**src/rtl/capture_ctrl_pkg.sv**
```systemverilog
// capture_pkg: shared states, run-mode encodings and trig_cfg bit positions for capture_ctrl
package capture_pkg;

    typedef enum logic [2:0] {
        IDLE,
        PRE,
        ARMED,
        POST,
        DUMP_RD,
        DUMP_TX,
        DUMP_WAIT
    } cap_state_t;

    localparam logic [1:0] RUN_STOP   = 2'b00;
    localparam logic [1:0] RUN_NORMAL = 2'b01;
    localparam logic [1:0] RUN_AUTO   = 2'b10;

    localparam int CFG_DONE_BIT = 5;

endpackage

```
**src/rtl/capture_ctrl_if.sv**
```systemverilog
// capture_ctrl_if: dump request / byte handshake between dispatcher-UART side (master) and capture_ctrl (slave)
interface capture_ctrl_if;

    logic       start_dump;
    logic [1:0] dump_channel;
    logic       resp_sent;
    logic       send_dump;
    logic [7:0] dump_data;
    logic       dump_finished;

    modport master (
        output start_dump, dump_channel, resp_sent,
        input  send_dump, dump_data, dump_finished
    );

    modport slave (
        input  start_dump, dump_channel, resp_sent,
        output send_dump, dump_data, dump_finished
    );

endinterface

```
**src/rtl/capture_ctrl_sample_strobe.sv**
```systemverilog
// sample_strobe: one-clock strobe every 2^decimator enabled clocks; counter held at 0 while disabled
module sample_strobe (
    input  logic       clk,
    input  logic       rst_n,
    input  logic       en,
    input  logic [3:0] decimator,
    output logic       smp
);

    logic [15:0] dec_cnt_q, dec_cnt_d;

    // strobe on the final count of the period, then restart from zero
    always_comb begin
        smp       = en && (dec_cnt_q == 16'((17'd1 << decimator) - 17'd1));
        dec_cnt_d = (!en || smp) ? 16'd0 : dec_cnt_q + 16'd1;
    end

    // decimation counter register
    always_ff @(posedge clk or negedge rst_n) begin
        if (!rst_n) dec_cnt_q <= '0;
        else        dec_cnt_q <= dec_cnt_d;
    end

endmodule

```
**src/rtl/capture_ctrl.sv**
```systemverilog
// capture_ctrl: sample RAM sequencer - decimated circular capture around a trigger, then oldest-first UART dump.
// Optional forced trigger in auto run mode is built only when CAPTURE_AUTO_TRIG_EN is defined.
module capture_ctrl
    import capture_pkg::*;
#(
    parameter int DEPTH = 512,
`ifdef CAPTURE_AUTO_TRIG_EN
    parameter int AUTO_TIMEOUT = 65535,
`endif
    parameter int ADDR_W = $clog2(DEPTH)
) (
    input  logic              clk,
    input  logic              rst_n,
    input  logic [5:0]        trig_cfg,
    input  logic [3:0]        decimator,
    input  logic [ADDR_W-1:0] trig_pos,
    input  logic              triggered,
    output logic              armed,
    output logic              set_capture_done,
    output logic              ram_we,
    output logic [ADDR_W-1:0] ram_addr,
    input  logic [7:0]        ch1_rdata,
    input  logic [7:0]        ch2_rdata,
    input  logic [7:0]        ch3_rdata,
    capture_ctrl_if.slave     dif
);

    localparam logic [ADDR_W-1:0] LAST = ADDR_W'(DEPTH - 1);

    cap_state_t        state_q, state_d;
    logic [ADDR_W-1:0] wr_ptr_q, wr_ptr_d;
    logic [ADDR_W-1:0] rd_ptr_q, rd_ptr_d;
    logic [ADDR_W-1:0] rd_cnt_q, rd_cnt_d;
    logic [ADDR_W-1:0] tp_q, tp_d;
    logic [ADDR_W-1:0] trace_end_q, trace_end_d;
    logic [ADDR_W:0]   smp_cnt_q, smp_cnt_d;
    logic [1:0]        chan_q, chan_d;
    logic [ADDR_W-1:0] last_wr;
    logic              smp, capturing, dumping, stop, auto_fire;
    logic              send_dump, dump_finished;
    logic              unused_cfg;

    function automatic logic [ADDR_W-1:0] nxt(input logic [ADDR_W-1:0] p);
        return (p == LAST) ? '0 : p + 1'b1;
    endfunction

    function automatic logic [ADDR_W-1:0] prv(input logic [ADDR_W-1:0] p);
        return (p == '0) ? LAST : p - 1'b1;
    endfunction

    sample_strobe u_strobe (
        .clk       (clk),
        .rst_n     (rst_n),
        .en        (capturing),
        .decimator (decimator),
        .smp       (smp)
    );

    assign capturing  = (state_q == PRE) || (state_q == ARMED) || (state_q == POST);
    assign dumping    = (state_q == DUMP_RD) || (state_q == DUMP_TX) || (state_q == DUMP_WAIT);
    assign stop       = (trig_cfg[1:0] == RUN_STOP);
    assign unused_cfg = ^trig_cfg[4:2];
    assign ram_we     = smp;
    assign armed      = (state_q == ARMED);
    assign ram_addr   = dumping ? rd_ptr_q : wr_ptr_q;
    // a write in the current cycle is the newest sample; otherwise the newest is one behind wr_ptr
    assign last_wr    = ram_we ? wr_ptr_q : prv(wr_ptr_q);

    assign dif.send_dump     = send_dump;
    assign dif.dump_finished = dump_finished;
    assign dif.dump_data     = !send_dump ? 8'h00 :
                               (chan_q == 2'b00) ? ch1_rdata :
                               (chan_q == 2'b01) ? ch2_rdata : ch3_rdata;

`ifdef CAPTURE_AUTO_TRIG_EN
    logic [15:0] auto_cnt_q, auto_cnt_d;

    // count strobes spent in ARMED; restarts on every ARMED entry
    always_comb begin
        auto_cnt_d = (state_q != ARMED) ? 16'd0 : auto_cnt_q + {15'd0, smp};
        auto_fire  = (state_q == ARMED) && (trig_cfg[1:0] == RUN_AUTO) && smp &&
                     (auto_cnt_q == 16'(AUTO_TIMEOUT - 1));
    end

    // auto-trigger timeout register
    always_ff @(posedge clk or negedge rst_n) begin
        if (!rst_n) auto_cnt_q <= '0;
        else        auto_cnt_q <= auto_cnt_d;
    end
`else
    assign auto_fire = 1'b0;
`endif

    // next-state and pulse outputs; dump request outranks a stop, which outranks normal sequencing
    always_comb begin
        state_d          = state_q;
        wr_ptr_d         = ram_we ? nxt(wr_ptr_q) : wr_ptr_q;
        smp_cnt_d        = smp_cnt_q;
        tp_d             = tp_q;
        trace_end_d      = trace_end_q;
        rd_ptr_d         = rd_ptr_q;
        rd_cnt_d         = rd_cnt_q;
        chan_d           = chan_q;
        set_capture_done = 1'b0;
        send_dump        = 1'b0;
        dump_finished    = 1'b0;
        if (dif.start_dump && !dumping) begin
            state_d     = DUMP_RD;
            chan_d      = dif.dump_channel;
            trace_end_d = capturing ? last_wr : trace_end_q;
            rd_ptr_d    = nxt(trace_end_d);
            rd_cnt_d    = '0;
        end else if (capturing && stop) begin
            state_d     = IDLE;
            trace_end_d = last_wr;
        end else begin
            case (state_q)
                IDLE: begin
                    if (!stop && !trig_cfg[CFG_DONE_BIT]) begin
                        state_d   = PRE;
                        smp_cnt_d = '0;
                        wr_ptr_d  = '0;
                        tp_d      = ({1'b0, trig_pos} > {1'b0, LAST}) ? LAST : trig_pos;
                    end
                end
                PRE: begin
                    smp_cnt_d = smp_cnt_q + {{ADDR_W{1'b0}}, smp};
                    if ((smp_cnt_q == {1'b0, tp_q}) || (smp && (smp_cnt_q + 1'b1 == {1'b0, tp_q})))
                        state_d = ARMED;
                end
                ARMED: begin
                    if (triggered || auto_fire) begin
                        state_d   = POST;
                        smp_cnt_d = '0;
                    end
                end
                POST: begin
                    if (smp) begin
                        if (smp_cnt_q == {1'b0, LAST} - {1'b0, tp_q}) begin
                            set_capture_done = 1'b1;
                            trace_end_d      = wr_ptr_q;
                            state_d          = IDLE;
                        end else begin
                            smp_cnt_d = smp_cnt_q + 1'b1;
                        end
                    end
                end
                DUMP_RD: state_d = DUMP_TX;
                DUMP_TX: begin
                    send_dump = 1'b1;
                    state_d   = DUMP_WAIT;
                end
                DUMP_WAIT: begin
                    if (dif.resp_sent) begin
                        rd_ptr_d = nxt(rd_ptr_q);
                        rd_cnt_d = rd_cnt_q + 1'b1;
                        if (rd_cnt_q == LAST) begin
                            dump_finished = 1'b1;
                            state_d       = IDLE;
                        end else begin
                            state_d = DUMP_RD;
                        end
                    end
                end
                default: state_d = IDLE;
            endcase
        end
    end

    // state, pointer and counter registers
    always_ff @(posedge clk or negedge rst_n) begin
        if (!rst_n) begin
            state_q     <= IDLE;
            wr_ptr_q    <= '0;
            rd_ptr_q    <= '0;
            rd_cnt_q    <= '0;
            tp_q        <= '0;
            trace_end_q <= '0;
            smp_cnt_q   <= '0;
            chan_q      <= '0;
        end else begin
            state_q     <= state_d;
            wr_ptr_q    <= wr_ptr_d;
            rd_ptr_q    <= rd_ptr_d;
            rd_cnt_q    <= rd_cnt_d;
            tp_q        <= tp_d;
            trace_end_q <= trace_end_d;
            smp_cnt_q   <= smp_cnt_d;
            chan_q      <= chan_d;
        end
    end

endmodule

```
**src/flat_wrapper.sv**
```systemverilog
// flat-port wrapper written by rule: the top's interface ports become plain ports
module capture_ctrl_flat import capture_pkg::*;
#(
    parameter int DEPTH = 512,

    parameter int ADDR_W = $clog2(DEPTH)
)
  (clk, rst_n, trig_cfg, decimator, trig_pos, triggered, armed, set_capture_done, ram_we, ram_addr, ch1_rdata, ch2_rdata, ch3_rdata, dif_start_dump, dif_dump_channel, dif_resp_sent, dif_send_dump, dif_dump_data, dif_dump_finished);
  capture_ctrl_if dif_i ();
  input  logic clk;
  input  logic rst_n;
  input  logic [5:0] trig_cfg;
  input  logic [3:0] decimator;
  input  logic [ADDR_W-1:0] trig_pos;
  input  logic triggered;
  output logic armed;
  output logic set_capture_done;
  output logic ram_we;
  output logic [ADDR_W-1:0] ram_addr;
  input  logic [7:0] ch1_rdata;
  input  logic [7:0] ch2_rdata;
  input  logic [7:0] ch3_rdata;
  input wire logic [$bits(dif_i.start_dump)-1:0] dif_start_dump;
  input wire logic [$bits(dif_i.dump_channel)-1:0] dif_dump_channel;
  input wire logic [$bits(dif_i.resp_sent)-1:0] dif_resp_sent;
  output wire logic [$bits(dif_i.send_dump)-1:0] dif_send_dump;
  output wire logic [$bits(dif_i.dump_data)-1:0] dif_dump_data;
  output wire logic [$bits(dif_i.dump_finished)-1:0] dif_dump_finished;
  assign dif_i.start_dump = dif_start_dump;
  assign dif_i.dump_channel = dif_dump_channel;
  assign dif_i.resp_sent = dif_resp_sent;
  assign dif_send_dump = dif_i.send_dump;
  assign dif_dump_data = dif_i.dump_data;
  assign dif_dump_finished = dif_i.dump_finished;
  capture_ctrl #(.DEPTH(DEPTH), .ADDR_W(ADDR_W)) u_core (.clk(clk), .rst_n(rst_n), .trig_cfg(trig_cfg), .decimator(decimator), .trig_pos(trig_pos), .triggered(triggered), .armed(armed), .set_capture_done(set_capture_done), .ram_we(ram_we), .ram_addr(ram_addr), .ch1_rdata(ch1_rdata), .ch2_rdata(ch2_rdata), .ch3_rdata(ch3_rdata), .dif(dif_i));
endmodule
```
**config.mk**
```make
export PLATFORM = sky130hd
export DESIGN_NAME = capture_ctrl_flat
export DESIGN_NICKNAME = d
export VERILOG_FILES = /design/src/rtl/capture_ctrl_pkg.sv /design/src/rtl/capture_ctrl_if.sv /design/src/rtl/capture_ctrl_sample_strobe.sv /design/src/rtl/capture_ctrl.sv /design/src/flat_wrapper.sv
export SDC_FILE = /design/constraint.sdc
export NUM_CORES = 1
export LEC_CHECK = 0
export CAP_MARGIN = 10
export CORE_ASPECT_RATIO = 0.7
export CORE_MARGIN = 1.5
export CORE_UTILIZATION = 41
export CTS_CLUSTER_SIZE = 28
export DETAILED_ROUTE_END_ITERATION = 6
export GPL_ROUTABILITY_DRIVEN = 0
export PLACE_DENSITY_LB_ADDON = 0.05
export SYNTH_ARGS = -nofsm -noshare
export SYNTH_HDL_FRONTEND = slang
export SYNTH_SLANG_ARGS = --single-unit
```
**constraint.sdc**
```tcl
create_clock -name clk -period 4.6 [get_ports clk]
set_clock_uncertainty 0.1 [all_clocks]
set_input_delay 0.69 -clock clk [delete_from_list [all_inputs] [get_ports clk]]
set_output_delay 0.69 -clock clk [all_outputs]
set_load 0.01 [all_outputs]
```
==> summary.md <==
### Global routing
• number of global-route vias before repair: 5,574
• first-pass GRT wire length: 28,000 um
• pin count of the biggest net entering global routing: 77
• initial antenna violation count: 0
• global-route total usage across every layer: 0.223
• remaining global-route overflow: 0

### Timing
• Finish-stage setup viols: 0
• count of endpoints failing hold in the final timing report: 0
• setup_tns: 0 ps
• slack of the critical path: 148 ps
• highest clock frequency the design can meet: 225 MHz
• max-slew violation count: 0
• Tightest Pin Transition: 1000 ps
• period utilisation layout: 0.968
• relative slew slack: 0.327
• Period minus WS final: 4450 ps

### Hold path
• class of the most critical hold timing path: in -> async

### Clock network
• # H-tree levels: 3
• cell at the root of the clock tree: clkbuf_16
• buffers from clock root to sink, at most: 2
• number of buffers created by CTS: 9
• TritonCTS clock tree: built
• Post-CTS Hold Buffers: 0
• clock network latency to the later pin of the worst-skew pair: 340 ps
• clock sinks: 76
• post-CTS clock slew at the launch and capture registers of the worst setup and hold paths: 60 ps

### Detailed routing
• ANT nets after route: 0
• DR DRC count: 0
• final routed wire length divided by cell count: 15.9 um
• first-pass detailed-route iteration total: 5
• Via-to-Cell Ratio: 5.62
• Starting DRT DRC Count: 452
• total number of vias: 5,868
• total wire length after detailed routing: 16,600 um

### Worst setup path
• startpoint-to-endpoint class of the critical path: in -> reg
• CP max FO: 7
• delay of the slowest cell on the worst path: 550 ps
• Critical Path, Cell by Cell: clkbuf_2 > or4_4 > ha_4 > buf_6 > or3b_4 > a21oi_1 > o221a_4 > nor4_4 > nand3_2 > buf_6 > buf_8 > buf_4 > a31o_1 > a31oi_2 > nand3_2 > nor3_2 > ha_2 > nor2_4 > a221o_1
• launching point of the worst reg2reg path: u_core.wr_ptr_q[0]
• Worst Reg-to-Reg Cells: 14
• crit path launch type: input port
• flop-to-flop setup slack: 720 ps
• Critical-path top delay cell: or4_4
• endpoint type of the worst setup path: flop
• reg-to-reg critical path endpoint: u_core.rd_ptr_q[6]
• arrival time of data at the critical path endpoint: 4580 ps
• required time reported for the critical path endpoint: 4730 ps

### Yosys
• synthesized area divided by synthesized cell count: 7.92 um^2
• top-area cell type share of the netlist area: 0.319
• commonest cells in the netlist: nor2_1, nand2_1, dfrtp_1, a21oi_1, clkbuf_1
• count of distinct cell types in the synthesized netlist: 69
• most common cell in the synthesized netlist: nor2_1
• Syn Inst Count: 754
• count of flip-flops with a built-in enable after synthesis: 0
• Syn Nets: 819
• cell area after synthesis: 0.00597 mm^2
• leading area contributor after synthesis: dfrtp_1
• most used flip-flop cell after synthesis: dfrtp_1
• post-synthesis sequential element count: 76
• total number of yosys warnings: 0
• fraction of the yosys area taken by sequential cells: 0.319
• FFs w/ async S/R, synth: 1.00
• top area cells in the synthesized netlist: dfrtp_1, nor2_1, nand2_1

### Floorplan
• width of the die: 147 um
• Total Die Area: 0.0153 mm^2
• area of the core region: 0.0141 mm^2
• number of primary I/O pins: 72
• Die Height: 104 um
• initial cell density of the core: 0.425
• number of core rows: 36

### Placement
• DP Worst Slack: -778 ps
• total instance count after detailed placement: 1,016
• detailed placement HPWL: 12,200 um
• Port Buf Inserts: 68

### Final layout
• final-stage net count: 914
• Util after Layout: 0.544
• # diodes: 0
• area of the multi-input gates: 0.00393 mm^2
• Area growth, synth to finish: 28.1%
• fillcell total: 1,364
• Post-Layout Cell Count: 1,044
• share of post-route cells with drive strength above 1: 0.170
• Storage cell area: 0.00190 mm^2

### Power
• Leak: 3.17 nW
• worst voltage drop across the vdd grid: 214 uV
• Pwr Density: 461 mW/mm^2

### Outcome
• result of the run: finished clean

### Flow run
• number of violations of the max-capacitance limit: 0

## worst max path at each step
stage / startpoint / end / slack, ps / depth (start not counted)
after floorplan: decimator[1] / u_core.rd_ptr_q[4] / 3 / 19
after global routing: decimator[1] / u_core.rd_ptr_q[6] / -7 / 20
final: decimator[1] / u_core.rd_ptr_q[6] / 150 / 19
after CTS: decimator[2] / u_core.rd_ptr_q[4] / 1 / 20
after detailed placement: decimator[0] / u_core.rd_ptr_q[7] / -780 / 21
after global placement: decimator[0] / u_core.rd_ptr_q[7] / -660 / 21
## sequential cells by signal, summed over array words and instances, names as in the netlist
signal,cells
u_core.rd_cnt_q,9
u_core.u_strobe.dec_cnt_q,16
u_core.rd_ptr_q,9
u_core.chan_q,2
u_core.trace_end_q,9
u_core.wr_ptr_q,9
u_core.state_q,3
u_core.tp_q,9
u_core.smp_cnt_q,10
## what timing repair did
item / CTS / global route
gates cloned: 0 / 0
pin swaps: 12 / 16
buffers inserted: 8 / 4
setup endpoints to repair: 21 / 19
gates resized for setup: 26 / 22
## layout make-up
type | instances | area share
clock buffer | 12 | 0.0322
clock inverter | 4 | 0.00949
inverter | 12 | 0.00589
multi-input combinational | 612 | 0.514
sequential | 76 | 0.249
tap | 190 | 0.0311
timing repair buffer | 138 | 0.159
## report_power, final
group          switching, mW  leakage, nW  total, mW  internal (mW)
registers              0.219        0.993       1.04          0.824
clock network          0.280        0.153      0.770          0.490
logic                  0.871         2.03       1.71          0.841
## worst max-delay path: cells and delay by family
kind                     cells  cell delay (ps)
adder cells (fa/ha/maj)      2              470
AO/OA/AOI/OAI                5             1120
buffers and inverters        5              670
AND/OR/NAND/NOR              7             1630
## placed cells by master (no fill, tap or decap), types with 16 or more instances in the layout
cell type / instances
nor3_1: 18
o21ai_0: 35
and3_1: 17
xnor2_1: 26
nor2_1: 81
xor2_1: 23
clkdlybuf4s50_1: 61
mux2i_1: 16
nand2_1: 84
dfrtp_1: 76
nand3_1: 33
mux2_2: 18
buf_4: 65
a21oi_1: 56
## cell families (layout without fill, tap and decap cells)
kind of cell,count (synthesis),count (layout),share of synthesized area
adders and majority gates,15,15,0.0314
AOI/OAI and AO/OA,166,166,0.174
muxes,34,34,0.0608
and+or+nand+nor,345,345,0.291
DFF,76,76,0.319
buffers and inverters,66,166,0.0471
xor gates and xnor gates,52,52,0.0763
## per-layer routing
metal,up-vias,GRT usage,share of wire
li1,2893,-,-
met1,2786,0.333,0.49
met2,173,0.328,0.44
met3,16,0.0535,0.061
met4,0,0.0343,0.0080
met5,-,0,0
## through the flow
stage	cell area, um^2	power (mW)	hold WS (ps)
6_report	7650	3.52	392
4_1_cts	7570	3.51	403
3_3_place_gp	7120	2.66	381
5_1_grt	7650	3.79	419
2_1_floorplan	5990	2.06	294
3_5_place_dp	7120	2.69	389
(Power assumes the default switching activity.)
